## config.mk

```make
export PLATFORM = sky130hd
export DESIGN_NAME = fetch_unit
export DESIGN_NICKNAME = d
export VERILOG_FILES = /design/src/rtl/fetch_unit.sv
export SDC_FILE = /design/constraint.sdc
export NUM_CORES = 1
export LEC_CHECK = 0
export ABC_AREA = 1
export BUFFER_PORTS_ARGS = -buffer_cell sky130_fd_sc_hd__buf_2
export CAP_MARGIN = 20
export CORE_UTILIZATION = 53
export DETAILED_ROUTE_END_ITERATION = 10
export PLACE_DENSITY = 0.81
export SLEW_MARGIN = 20
export SYNTH_ARGS = -nofsm -noshare
export SYNTH_HDL_FRONTEND = slang
export SYNTH_SLANG_ARGS = --single-unit
```

## constraint.sdc

```tcl
create_clock -name clk -period 3.4 [get_ports clk]
set_input_delay 0.17 -clock clk [delete_from_list [all_inputs] [get_ports clk]]
set_output_delay 0.17 -clock clk [all_outputs]
set_load 0.005 [all_outputs]
```

## src/rtl/fetch_unit.sv

```systemverilog
// Instruction fetch stage: owns the PC, issues word fetches to the I-cache and queues {instr, pc} toward decode.
// Define FETCH_PERF_EN to build the fetched-instruction and stall-cycle performance counters.
module fetch_unit #(
    parameter int                    ADDR_WIDTH = 32,
    parameter int                    DATA_WIDTH = 32,
    parameter int                    FQ_DEPTH   = 2,
    parameter logic [ADDR_WIDTH-1:0] RESET_PC   = ADDR_WIDTH'(32'h0000_0000)
) (
    input  logic                  clk,
    input  logic                  rst,
    output logic [ADDR_WIDTH-1:0] ic_addr,
    output logic                  ic_req,
    input  logic [DATA_WIDTH-1:0] ic_data,
    input  logic                  ic_valid,
    input  logic                  ic_stall,
    output logic                  ic_invalidate,
    input  logic                  redirect_valid,
    input  logic [ADDR_WIDTH-1:0] redirect_pc,
    input  logic                  fence_i,
    output logic                  if_valid,
    output logic [DATA_WIDTH-1:0] if_instr,
    output logic [ADDR_WIDTH-1:0] if_pc,
    input  logic                  if_ready,
    output logic [31:0]           perf_fetched,
    output logic [31:0]           perf_stall_cycles
);

    localparam int PTR_W = $clog2(FQ_DEPTH);
    localparam int CNT_W = PTR_W + 1;
    localparam logic [CNT_W-1:0]      FULL_COUNT = CNT_W'(FQ_DEPTH);
    localparam logic [ADDR_WIDTH-1:0] ALIGN_MASK = {{(ADDR_WIDTH-2){1'b1}}, 2'b00};

    logic [ADDR_WIDTH-1:0] pc;
    logic [DATA_WIDTH-1:0] fq_instr [FQ_DEPTH];
    logic [ADDR_WIDTH-1:0] fq_pc    [FQ_DEPTH];
    logic [PTR_W-1:0]      rd_ptr;
    logic [PTR_W-1:0]      wr_ptr;
    logic [CNT_W-1:0]      count;
    logic                  drop;
    logic                  pop;
    logic                  push;

    assign if_valid      = (count != '0);
    assign if_instr      = fq_instr[rd_ptr];
    assign if_pc         = fq_pc[rd_ptr];
    assign pop           = if_valid && if_ready;
    assign ic_req        = !redirect_valid && ((count < FULL_COUNT) || pop);
    assign ic_addr       = pc;
    assign push          = ic_req && ic_valid && !drop && !redirect_valid;
    assign ic_invalidate = redirect_valid && fence_i;

    // The PC only advances when its word is actually queued, so it stays put across a miss.
    always_ff @(posedge clk) begin
        if (rst) begin
            pc <= RESET_PC;
        end else if (redirect_valid) begin
            pc <= redirect_pc & ALIGN_MASK;
        end else if (push) begin
            pc <= pc + ADDR_WIDTH'(4);
        end
    end

    always_ff @(posedge clk) begin
        if (rst) begin
            rd_ptr <= '0;
            wr_ptr <= '0;
            count  <= '0;
            for (int i = 0; i < FQ_DEPTH; i++) begin
                fq_instr[i] <= '0;
                fq_pc[i]    <= '0;
            end
        end else if (redirect_valid) begin
            rd_ptr <= '0;
            wr_ptr <= '0;
            count  <= '0;
        end else begin
            if (push) begin
                fq_instr[wr_ptr] <= ic_data;
                fq_pc[wr_ptr]    <= pc;
                wr_ptr           <= wr_ptr + PTR_W'(1);
            end
            if (pop) begin
                rd_ptr <= rd_ptr + PTR_W'(1);
            end
            if (push && !pop) begin
                count <= count + CNT_W'(1);
            end else if (pop && !push) begin
                count <= count - CNT_W'(1);
            end
        end
    end

    // A redirect during a refill leaves one stale word still to come back; FENCE.I aborts the refill instead.
    always_ff @(posedge clk) begin
        if (rst) begin
            drop <= 1'b0;
        end else if (redirect_valid) begin
            if (fence_i) begin
                drop <= 1'b0;
            end else if (ic_stall) begin
                drop <= 1'b1;
            end else if (ic_valid) begin
                drop <= 1'b0;
            end
        end else if (drop && ic_valid) begin
            drop <= 1'b0;
        end
    end

`ifdef FETCH_PERF_EN
    logic [31:0] fetched_cnt;
    logic [31:0] stall_cnt;

    always_ff @(posedge clk) begin
        if (rst) begin
            fetched_cnt <= '0;
            stall_cnt   <= '0;
        end else begin
            if (push) begin
                fetched_cnt <= fetched_cnt + 32'd1;
            end
            if (ic_stall) begin
                stall_cnt <= stall_cnt + 32'd1;
            end
        end
    end

    assign perf_fetched      = fetched_cnt;
    assign perf_stall_cycles = stall_cnt;
`else
    assign perf_fetched      = '0;
    assign perf_stall_cycles = '0;
`endif

endmodule
```

; After elaboration in Yosys (flattened, before gate mapping)
; Memories as Yosys holds them, arrays and structs flattened. A register that Yosys moved wholly into a read port is not among the register bits.
; Cells that the tools add are included.
[op_classes]
addsub = 5
n_lt_le_gt_ge = 1
n_eq_ne = 1
muxes = 25
reduce_logical = 22
[ops]
columns = operator, count
row1 = 32-bit two-way mux, 4
row2 = 32-bit OR reduction, 2
row3 = "32-bit by 3-bit adder with 32-bit output, second input constant", 1
row4 = 1-bit two-way mux, 19
row5 = 1-bit logical AND, 9
row6 = 2-bit nonzero test, 4
row7 = 1-bit zero test, 4
row8 = 2-bit two-way mux, 2
row9 = "4-bit by 3-bit inequality test with 1-bit output, second input constant", 1
row10 = "1-bit adder, second input constant", 2
row11 = "2-bit by 1-bit adder with 2-bit output, second input constant", 1
row12 = "2-bit less-than comparator, second input constant", 1
row13 = 2-bit AND reduction, 1
row14 = 2-bit OR reduction, 1
row15 = "2-bit by 1-bit subtractor with 2-bit output, second input constant", 1
row16 = 1-bit logical OR, 1
[word_totals]
reg_bits = 37
ram_bits = 128
inputBits = 71
out_inout_bits = 163
wordCells = 62
n_memories = 2
[mem_list]
columns = name, words, width, rd, rd_clocked_by_memory_dff, wr, line
row1 = fq_instr, 2, 32, 1, 1, 2, 34  ; logic [DATA_WIDTH-1:0] fq_instr [FQ_DEPTH];
row2 = fq_pc, 2, 32, 1, 1, 2, 35  ; logic [ADDR_WIDTH-1:0] fq_pc [FQ_DEPTH];

; Depth between registers and ports, before layout
[logic_depth]
depth_word = 13
ltp_mapped = 11
depth_no_buf = 9

; Least setup slack after synthesis
; Ideal clock, no wire load.
[synth_timing]
path_type = flip-flop to flip-flop
startpoint = reg count[1]
endpoint = mem fq_instr[0][0], enable pin
setup_ps = 421
arrival_time_ps = 2335
t_required_ps = 2979
path_slack_ps = 644
path_stages_with_launch = 7
path_cell_list = dfxtp_1 > a21oi_4 > nand2_2 > clkinv_2 > nand3_2 > buf_2 > nand2_1
[synth_lines]
columns = item, line
row1 = from (decl), 38  ; logic [CNT_W-1:0] count;
row2 = from (signal assigned), 86  ; count <= count + CNT_W'(1);
row3 = from (signal assigned), 88  ; count <= count - CNT_W'(1);
row4 = to (decl), 34

==> summary.txt <==
Timing
  • RSZ-0062 raised after global routing: false
  • Worst Skew: 0.008228 ns
  • Fin. Hold Viols: 0
  • Final setup viols: 0
  • Tmin final: 2.396 ns
  • Setup TNS: 0 ns
  • Slew headroom: 45.54%
  • Final Cycle Share: 70.46%
  • Slew at the pin with the worst max-slew slack: 0.8169 ns
  • Slew Limit Fails: 0
  • Fmax: 0.4174 GHz

Placement
  • DPL Wire Length: 11,990 um
  • Gp weighted congestion: 0.8981
  • DP Cell Count: 1,150
  • PortBufs: 163

Route
  • Average vias per placed instance: 5.068
  • Post-route antenna net violation count: 0
  • # DRC: 0
  • WL final: 18,000 um
  • Initial drt markers: 391
  • Routed wire per std cell: 15.23 um
  • DRT Pass-1 Iters: 5
  • Via count: 5,990

Logic synthesis
  • Post-synth EDFFs: 124
  • Unique masters post-synth: 38
  • Most used DFF post-synth: edfxtp_1
  • Avg Synthesized Cell Area: 9.807 um^2
  • Synth Register Bits: 160
  • Seq/Total Area, Yosys: 54.80%
  • Yosys warns: 0
  • Synthesized cell area: 0.008110 mm^2
  • Synth Instances: 827
  • Asr flop ratio synth: 0%

Floorplan
  • Starting Density: 54.97%
  • Width of the chip: 125.7 um
  • Die Ht: 125.7 um
  • Core area: 0.01475 mm^2
  • Die ar.: 0.01580 mm^2
  • I/O Pins: 234
  • Row cnt: 44

Setup path
  • Maximum fanout along the worst path: 29
  • FF-to-FF End: fq_pc[0][31]
  • Crit end category: output port
  • Crit path launch type: flip-flop
  • CP required: 3.23 ns
  • Cells on worst reg2reg path: 6
  • Worst path depth: 3
  • CP top delay family: flip-flops
  • WP buf/inv: 2
  • Critical Path Max Stage Delay: 0.86 ns
  • RR Startpoint: count[1]
  • Reg-to-reg slack, setup: 1.10 ns
  • Crit Path Category: reg -> out
  • Worst-path cell chain: buf_4 > mux2_2 > buf_2
  • CP endpoint: if_instr[17]
  • Worst Path Arrival: 2.23 ns
  • CP max-delay cell: dfxtp_2

Clock network
  • Clk buf depth: 2
  • TritonCTS Buffers: 17
  • # resized after CTS: 0
  • CTS tree: yes
  • Worst-path clk slew: 0.06 ns
  • Clock Sink Count: 160
  • Postcts setup bufs: 0
  • Hold buffers post-CTS: 0
  • Root cell of the clock tree: clkbuf_16
  • Clk Latency, worst-skew pair: 0.42 ns
  • H-tree depth: 4

Global routing
  • Met2 usage: 40.78%
  • Global-route wire length before repair: 28,510 um
  • Vias in the first global route: 5,747
  • Grt ovf: 0
  • All-Layer GR Usage: 23.57%
  • Gr busiest metal: met2
  • Initial antenna violation count: 0
  • Grt met3 use: 5.480%
  • M1 GR Usage: 28.53%
  • Largest net degree at the start of global routing: 63

Layout
  • Synth-to-Final Area Change: 15.37%
  • Share of cells above drive strength 1: 29.56%
  • Commonest non-fill, non-tap cell in the layout: nor2_1
  • Finished Core Util: 63.42%
  • Final net count: 1,058
  • Most frequent cells in the layout: nor2_1 (174), buf_2 (163), edfxtp_1 (124), nand2_1 (97), inv_1 (81)
  • Non-Filler Instances: 1,182
  • Ant. Diodes: 0

Pwr
  • Total power: 4.454 mW
  • PwrDens: 476.1 mW/mm^2
  • Leak: 4.114 nW
  • Worst VDD drop: 0.3566 mV

Worst hold path
  • Hold WC Path Type: in -> reg

Job
  • Max_cap viols: 0

Outcome
  • Status: finished clean
-- synth_stat cells, types with 2 or more instances --
master / count / area (um^2)
nand2_2: 8 / 50.05
clkbuf_1: 7 / 26.28
a31oi_1: 6 / 37.54
xor2_1: 4 / 35.03
o21ai_0: 12 / 60.06
buf_4: 68 / 510.5
nand3_1: 40 / 200.2
o21ai_1: 2 / 10.01
inv_1: 81 / 304.0
a21oi_1: 45 / 225.2
nor2_8: 3 / 60.06
nand3_2: 2 / 20.02
nor2_2: 4 / 25.02
a22oi_1: 2 / 15.01
buf_2: 20 / 100.1
nor2_1: 174 / 653.1
nand2_1: 99 / 371.6
buf_6: 3 / 33.78
dfxtp_1: 36 / 720.7
edfxtp_1: 124 / 3724
o211ai_1: 3 / 22.52
inv_2: 2 / 7.510
mux2_2: 62 / 698.2
nor2_4: 5 / 56.30
ha_1: 2 / 25.02
-- per-layer routing --
metal	share of wire [%]	routed length, um
met1	41	7386
met2	50	9025
met3	6.7	1207
met4	2.1	380
met5	0	0
-- flip-flops by register name, summed over array words and instances, names as in the netlist, named ones only --
name,count
drop,1
fq_pc,60
ic_addr,30
wr_ptr,1
fq_instr,64
rd_ptr,1
count,2
-- tightest hold or removal path, cell delays in order --
cell and delay, ns:
buf_2 0.08, nand2_1 0.04, inv_1 0.06, nor3_1 0.04
-- per-stage QoR --
step           worst slack (ns)  hold slack, ns  instance area, um^2
4_1_cts                  0.9972        0.003801                 9356
2_1_floorplan            0.6437          0.3379                 8362
5_1_grt                  0.9254         0.02485                 9356
3_3_place_gp              1.176          0.4337                 8808
3_5_place_dp              1.089          0.4426                 8808
6_report                  1.004         0.01722                 9356
-- worst min-delay path by stage --
stage                     depth (start not counted)            start           to
after floorplan                                   2  redirect_pc[10]  ic_addr[10]
after global placement                            1         count[0]     count[0]
after detailed placement                          1         count[0]     count[0]
after CTS                                         3  redirect_pc[16]  ic_addr[16]
after global routing                              3  redirect_pc[11]  ic_addr[11]
final                                             4          fence_i         drop
-- power by group --
part / internal (mW) / switching (mW) / leakage [nW] / total [mW]
clock: 1.00 / 0.758 / 0.271 / 1.76
combinational: 0.173 / 0.258 / 2.27 / 0.432
sequential: 2.21 / 0.0545 / 1.58 / 2.26
-- layout make-up --
| type | count | area (um^2) |
|---|---|---|
| Clock buffer | 18 | 429.2 |
| Multi-Input combinational cell | 550 | 2912 |
| Tap cell | 184 | 230.2 |
| Sequential cell | 160 | 4446 |
| Clock inverter | 14 | 118.9 |
| Timing Repair Buffer | 171 | 900.9 |
| Inverter | 85 | 320.3 |
| Fill cell | 1228 | 5398 |
-- kinds of logic (layout without fill, tap and decap cells) --
| group | Yosys count | in the layout | share of synthesized area [%] |
|---|---|---|---|
| AOI/OAI and AO/OA | 72 | 72 | 4.860 |
| xor gates and xnor gates | 4 | 4 | 0.4319 |
| adders and majority gates | 2 | 2 | 0.3085 |
| buffers and inverters | 184 | 288 | 12.47 |
| DFF | 160 | 160 | 54.80 |
| muxes | 62 | 62 | 8.608 |
| other | 1 | 68 | 0.04624 |
| and+or+nand+nor | 342 | 342 | 18.48 |
No activity file was read; power rests on OpenSTA's default activity.
